## src/rtl/uart_rx_fifo.sv

```systemverilog
// Show-ahead byte FIFO fed by a UART receiver's rxDataAvailable/rxData pair.
// Optional buffered-newline counter enabled by defining UART_RX_FIFO_LINE_COUNT_EN.
module uart_rx_fifo #(
  parameter int DEPTH       = 16,
  parameter int COUNT_WIDTH = $clog2(DEPTH) + 1
) (
  input  logic                   clk,
  input  logic                   rst,
  input  logic                   rxDataAvailable,
  input  logic [7:0]             rxData,
  input  logic                   readEnable,
  input  logic                   clearOverflow,
  output logic [7:0]             readData,
  output logic                   dataAvailable,
  output logic                   full,
  output logic [COUNT_WIDTH-1:0] count,
  output logic                   overflow,
  output logic [15:0]            lineCount,
  output logic                   lineAvailable
);

  localparam int PTR_W = $clog2(DEPTH);
  localparam logic [COUNT_WIDTH-1:0] COUNT_FULL = COUNT_WIDTH'(DEPTH);

  // Producer side: one byte per rising edge of rxDataAvailable, no backpressure.
  // Consumer side: readData is valid while dataAvailable is high; readEnable
  // pops the head on the clock edge and is ignored while empty.
  logic             rx_prev;
  logic [PTR_W-1:0] wr_ptr;
  logic [PTR_W-1:0] rd_ptr;
  logic [7:0]       mem [DEPTH];

  logic push;
  logic pop;
  logic accept;
  logic drop;
  logic is_full;
  logic is_empty;

  always_comb begin
    is_full  = (count == COUNT_FULL);
    is_empty = (count == '0);
    push     = rxDataAvailable & ~rx_prev;
    pop      = readEnable & ~is_empty;
    // A full FIFO still takes a byte when the head leaves in the same cycle.
    accept   = push & (~is_full | pop);
    drop     = push & is_full & ~pop;
  end

  always_ff @(posedge clk or posedge rst) begin
    if (rst) begin
      rx_prev <= 1'b0;
      wr_ptr  <= '0;
      rd_ptr  <= '0;
      count   <= '0;
    end else begin
      rx_prev <= rxDataAvailable;
      if (accept) wr_ptr <= wr_ptr + PTR_W'(1);
      if (pop)    rd_ptr <= rd_ptr + PTR_W'(1);
      if (accept && !pop)      count <= count + COUNT_WIDTH'(1);
      else if (pop && !accept) count <= count - COUNT_WIDTH'(1);
    end
  end

  // Storage is deliberately not reset; the pointers define what is valid.
  always_ff @(posedge clk) begin
    if (accept && !rst) mem[wr_ptr] <= rxData;
  end

  always_ff @(posedge clk or posedge rst) begin
    if (rst)                overflow <= 1'b0;
    else if (clearOverflow) overflow <= 1'b0;
    else if (drop)          overflow <= 1'b1;
  end

  assign readData      = mem[rd_ptr];
  assign dataAvailable = ~is_empty;
  assign full          = is_full;

`ifdef UART_RX_FIFO_LINE_COUNT_EN
  logic push_nl;
  logic pop_nl;

  always_comb begin
    push_nl = accept & (rxData == 8'h0A);
    pop_nl  = pop & (mem[rd_ptr] == 8'h0A);
  end

  always_ff @(posedge clk or posedge rst) begin
    if (rst) begin
      lineCount <= '0;
    end else if (push_nl && !pop_nl) begin
      lineCount <= lineCount + 16'd1;
    end else if (pop_nl && !push_nl) begin
      lineCount <= lineCount - 16'd1;
    end
  end

  assign lineAvailable = (lineCount != '0);
`else
  assign lineCount     = '0;
  assign lineAvailable = 1'b0;
`endif

endmodule

```

## config.mk

```make
export PLATFORM = sky130hd
export DESIGN_NAME = uart_rx_fifo
export DESIGN_NICKNAME = d
export VERILOG_FILES = /design/src/rtl/uart_rx_fifo.sv
export SDC_FILE = /design/constraint.sdc
export NUM_CORES = 1
export LEC_CHECK = 0
export CAP_MARGIN = 40
export CELL_PAD_IN_SITES_DETAIL_PLACEMENT = 1
export CELL_PAD_IN_SITES_GLOBAL_PLACEMENT = 1
export CORE_ASPECT_RATIO = 0.8
export CORE_UTILIZATION = 30
export DETAILED_ROUTE_END_ITERATION = 16
export PLACE_DENSITY = 0.56
export SYNTH_ARGS = -nofsm -noshare
export SYNTH_HDL_FRONTEND = slang
export SYNTH_SLANG_ARGS = --single-unit
export TNS_END_PERCENT = 10
```

## constraint.sdc

```tcl
create_clock -name clk -period 2.3 [get_ports clk]
set_input_delay 0.575 -clock clk [delete_from_list [all_inputs] [get_ports clk]]
set_output_delay 0.575 -clock clk [all_outputs]
set_load 0.05 [all_outputs]
```

==> run summary, run 1 <==
The total global-route track usage is 14.39%. The finished cells cover 0.007675 sq mm. The total of warnings raised by yosys came out at 0.

The number of instances in the synthesized netlist came out at 347. The initial antenna violation count came out at 0. The simple-gate portion of the synthesized area came out at 3.611%. The peak fanout along the critical path is 8.

The sink count of the clock tree is 143. The core area came out at 0.01920 sq mm. The count of inserted antenna diode cells came out at 0. The layout overhead on the synthesized area came out at 28.78%. The max-slew violation total from the final report came to 0. The flop and latch count out of synthesis is 143. The tool flagged a number of max-cap violations equal to 0. The number of global-route vias before repair is 3412. The number of cells after detailed placement came out at 677. The count of nets left with antenna violations once routing finished came out at 0.

The share of cell area taken by muxes after synthesis is 11.97%. The die footprint came out at 0.02044 sq mm. The final-report setup violation count is 9. Using the TritonRoute via totals, the vias-per-cell ratio works out to 4.601.

The analysis attributes to cell leakage a power of 0.002770 uW. The post-synthesis instance area is 0.005959 sq mm. The residual overflow from global routing is 0. Leaving out fill and tap cells, the most frequent cell in the layout is sky130_fd_sc_hd__edfxtp_1.

The overall via count from detail_route is 3294. The upper clock frequency limit came out at 362.6 MHz. The flow ran to the end, but the final reports show violations.

Leaving out fill and tap cells, the most frequent cells in the layout are sky130_fd_sc_hd__edfxtp_1 (128), sky130_fd_sc_hd__buf_4 (60), sky130_fd_sc_hd__mux2i_1 (30). In this run the tightest slew margin relative to its limit is 57.14%. After synthesis, the largest family of logic cells by area is multiplexers. The clock root buffer master is sky130_fd_sc_hd__clkbuf_16. The initial utilization of the core area, before any placement, comes to 31.04%. The clock latency at the later pin of the worst-skew pair is 420 ps. The total detailed-routing wirelength is 13860 microns. Setup repair after global routing could not meet its margin everywhere. 46 I/O pins were placed.

After synthesis, the mean cell area works out to 17.17 sq um. The class of the most critical hold timing path is flip-flop to flip-flop. The critical path is of the flip-flop to primary output type. The number of buffers on the longest clock path is 2. The setup slack of the worst register-to-register path is -30 ps.

After clock tree synthesis, the clock-pin slew on the worst setup and hold paths is 60 ps. The total of hold buffers inserted after clock tree synthesis came out at 0. The total count of hold-check failures in the final report came out at 0.

The setup slack of the critical path after layout is -457.8 ps. At the worst endpoint, the required time is 1730 ps. The pin slew with the least headroom to its limit came out at 640.9 ps. The weighted congestion at the end of routability-driven global placement came out at 0.7374. The part of the cycle the worst path needs came out at 119.9%. The number of core rows came out at 45. The sort of element at the start of the critical path is a flip-flop. The slowest library cell on the worst path is sky130_fd_sc_hd__mux4_2. Prior to clock tree synthesis, the placed netlist has a worst setup slack of -553.8 ps. After layout, the minimum clock period comes to 2758 ps.

The DRC violation total after the first TritonRoute iteration is 188. Summing the sequential cell areas from Yosys gives 70.80% of the chip area. The power density of the placed cells came out at 1325 mW/mm^2.

The share of the synthesized area in compound gates (AO/OA/AOI/OAI) came out at 5.375%. The iteration count of the initial detailed-routing pass came out at 5. The final reports fail on negative setup slack. The non-filler instance count after layout is 716. The final routed DRC violation total came out at 0. The worst voltage drop across the vdd grid is 859.5 uV.

The total clock buffers created by CTS is 17. On the worst path, the slowest cell contributes a delay of 470 ps. The maximum number of pins on one net before global-route repair came out at 18. CTS built an H-tree with a depth of 4. The chip width is 159.6 microns. The detailed-placement wirelength estimate came out at 8998 microns. The number of port buffers is 28. At the worst endpoint, the arrival time is 2180 ps. The area share of fa/ha/maj cells after synthesis is 2.225%. The number of unique standard cell types used by synthesis is 31. In the final layout, the share of cells above drive strength 1 is 34.50%. STA classifies the critical path endpoint as a primary output. The standard cell area after detailed placement came out at 0.006887 sq mm. The number of nets in the final layout is 468. The floorplan step set the die height to 128.1 microns. Traced cell by cell, the critical path runs through buf_12, clkbuf_16, buf_4, mux4_2, a22oi_1, nand2_1, buf_6. The wire length per cell is 19.36 microns.

Summing the areas of all xor and xnor instances in the mapped netlist gives 1.470% of the synthesized area. The global-route wire length before repair is 21090 microns. The setup skew after layout is 7.108 ps. TritonCTS built the clock tree.

The setup TNS came out at -3233 ps.
==> through the flow <==
step                hold slack, ps  util (%)  total power, uW
CTS                          516.9     39.03             9884
global route                 571.1     39.97            10650
floorplan                    484.5         -             5732
global placement             513.3     35.87             7201
finish                       504.7     39.97            10170
detailed placement           510.0     35.87             7255
==> kinds of logic after synthesis <==
| logic type | count (synthesis) |
|---|---|
| multiplexers | 51 |
| AND/OR/NAND/NOR | 48 |
| AO/OA/AOI/OAI | 42 |
| flip-flops | 143 |
| buffers and inverters | 42 |
| adder cells (fa/ha/maj) | 10 |
| other | 1 |
| XOR/XNOR | 10 |
==> synth_stat cells <==
library cell | n | share of area [%]
sky130_fd_sc_hd__mux2i_1 | 33 | 5.5
sky130_fd_sc_hd__fa_1 | 1 | 0.34
sky130_fd_sc_hd__a221oi_1 | 16 | 2.4
sky130_fd_sc_hd__clkbuf_1 | 4 | 0.25
sky130_fd_sc_hd__o21ai_0 | 11 | 0.92
sky130_fd_sc_hd__inv_1 | 10 | 0.63
sky130_fd_sc_hd__a21oi_1 | 3 | 0.25
sky130_fd_sc_hd__edfxtp_1 | 128 | 64
sky130_fd_sc_hd__a22oi_1 | 8 | 1.0
sky130_fd_sc_hd__nor2_1 | 21 | 1.3
sky130_fd_sc_hd__nand4_1 | 1 | 0.11
sky130_fd_sc_hd__nor4_4 | 1 | 0.36
sky130_fd_sc_hd__and2_1 | 2 | 0.21
sky130_fd_sc_hd__a21o_1 | 2 | 0.25
sky130_fd_sc_hd__mux4_2 | 16 | 6.0
sky130_fd_sc_hd__conb_1 | 1 | 0.063
sky130_fd_sc_hd__dfrtp_1 | 15 | 6.3
sky130_fd_sc_hd__nor2b_1 | 1 | 0.11
sky130_fd_sc_hd__a311oi_4 | 1 | 0.44
sky130_fd_sc_hd__xnor2_1 | 8 | 1.2
sky130_fd_sc_hd__or3_1 | 1 | 0.11
sky130_fd_sc_hd__buf_4 | 20 | 2.5
sky130_fd_sc_hd__ha_1 | 9 | 1.9
sky130_fd_sc_hd__xor2_1 | 2 | 0.29
sky130_fd_sc_hd__buf_6 | 4 | 0.76
sky130_fd_sc_hd__mux2_2 | 2 | 0.38
sky130_fd_sc_hd__buf_2 | 4 | 0.34
sky130_fd_sc_hd__nand3_1 | 2 | 0.17
sky130_fd_sc_hd__nand2_2 | 1 | 0.11
sky130_fd_sc_hd__nand2_1 | 18 | 1.1
sky130_fd_sc_hd__a41oi_1 | 1 | 0.15
==> critical path, delay by kind of cell, from the launching register on <==
kind | cells | cell delay [ps]
buffers and inverters | 4 | 590
multiplexers | 1 | 470
flip-flops | 1 | 410
AO/OA/AOI/OAI | 1 | 160
AND/OR/NAND/NOR | 1 | 120
==> layout make-up <==
class / instances / area (sq um)
well taps: 258 / 322.8
inverters: 10 / 37.54
repair buffers: 95 / 890.9
fillers: 1910 / 11520
flip-flops and latches: 143 / 4225
clock inverters: 14 / 93.84
clock buffers: 18 / 429.2
multi-input cells: 178 / 1675
==> flip-flops by register name, indices dropped and copies added, names as in the netlist <==
register and cells:
rd_ptr 4, rx_prev 1, wr_ptr 4, overflow 1
count 5, mem 128
==> timing repair <==
item | in CTS | in global routing
setup buffers | 1 | 4
pin swaps | 13 | 12
endpoints found under the hold margin | 0 | 0
resized for setup | 23 | 18
gates cloned | 0 | 2
setup endpoints to repair | 16 | 11
==> per-layer routing <==
layer	routed length, microns	vias up	GRT usage, %
li1	-	1513	-
met1	7098	1703	20.41
met2	6205	67	21.89
met3	413	11	3.170
met4	143	0	4.751
met5	0	-	0
==> power breakdown <==
| group | switching [uW] | total, uW | internal [uW] |
|---|---|---|---|
| registers | 176 | 3200 | 3020 |
| clock network | 1060 | 2420 | 1370 |
| logic | 2520 | 4550 | 2030 |
| total | 3750 | 10200 | 6420 |
==> final timing paths <==
| path | to | startpoint | cells after the start |
|---|---|---|---|
| max | readData[3] | rd_ptr[0]$_DFFE_PP0N_ | 7 |
| min | overflow$_DFFE_PP0P_ | overflow$_DFFE_PP0P_ | 2 |
| max reg2reg | count[4]$_DFFE_PP0P_ | count[0]$_DFFE_PP0P_ | 10 |
| min reg2reg | overflow$_DFFE_PP0P_ | overflow$_DFFE_PP0P_ | 2 |
| max in group asynchronous | count[2]$_DFFE_PP0P_ | rst | 3 |
| min in group asynchronous | wr_ptr[2]$_DFFE_PP0N_ | rst | 3 |
Power figures use the tool's default switching activity.
==> inputs of run 2 (changes only) <==
--- a/config.mk
+++ b/config.mk
@@ -10,6 +10,7 @@
 export CELL_PAD_IN_SITES_GLOBAL_PLACEMENT = 1
 export CORE_ASPECT_RATIO = 0.8
 export CORE_UTILIZATION = 30
+export CTS_CLUSTER_DIAMETER = 50
 export DETAILED_ROUTE_END_ITERATION = 16
 export PLACE_DENSITY = 0.56
 export SYNTH_ARGS = -nofsm -noshare
==> results of run 2 <==
Final layout, timing and power as in run 1 (identical DEF).
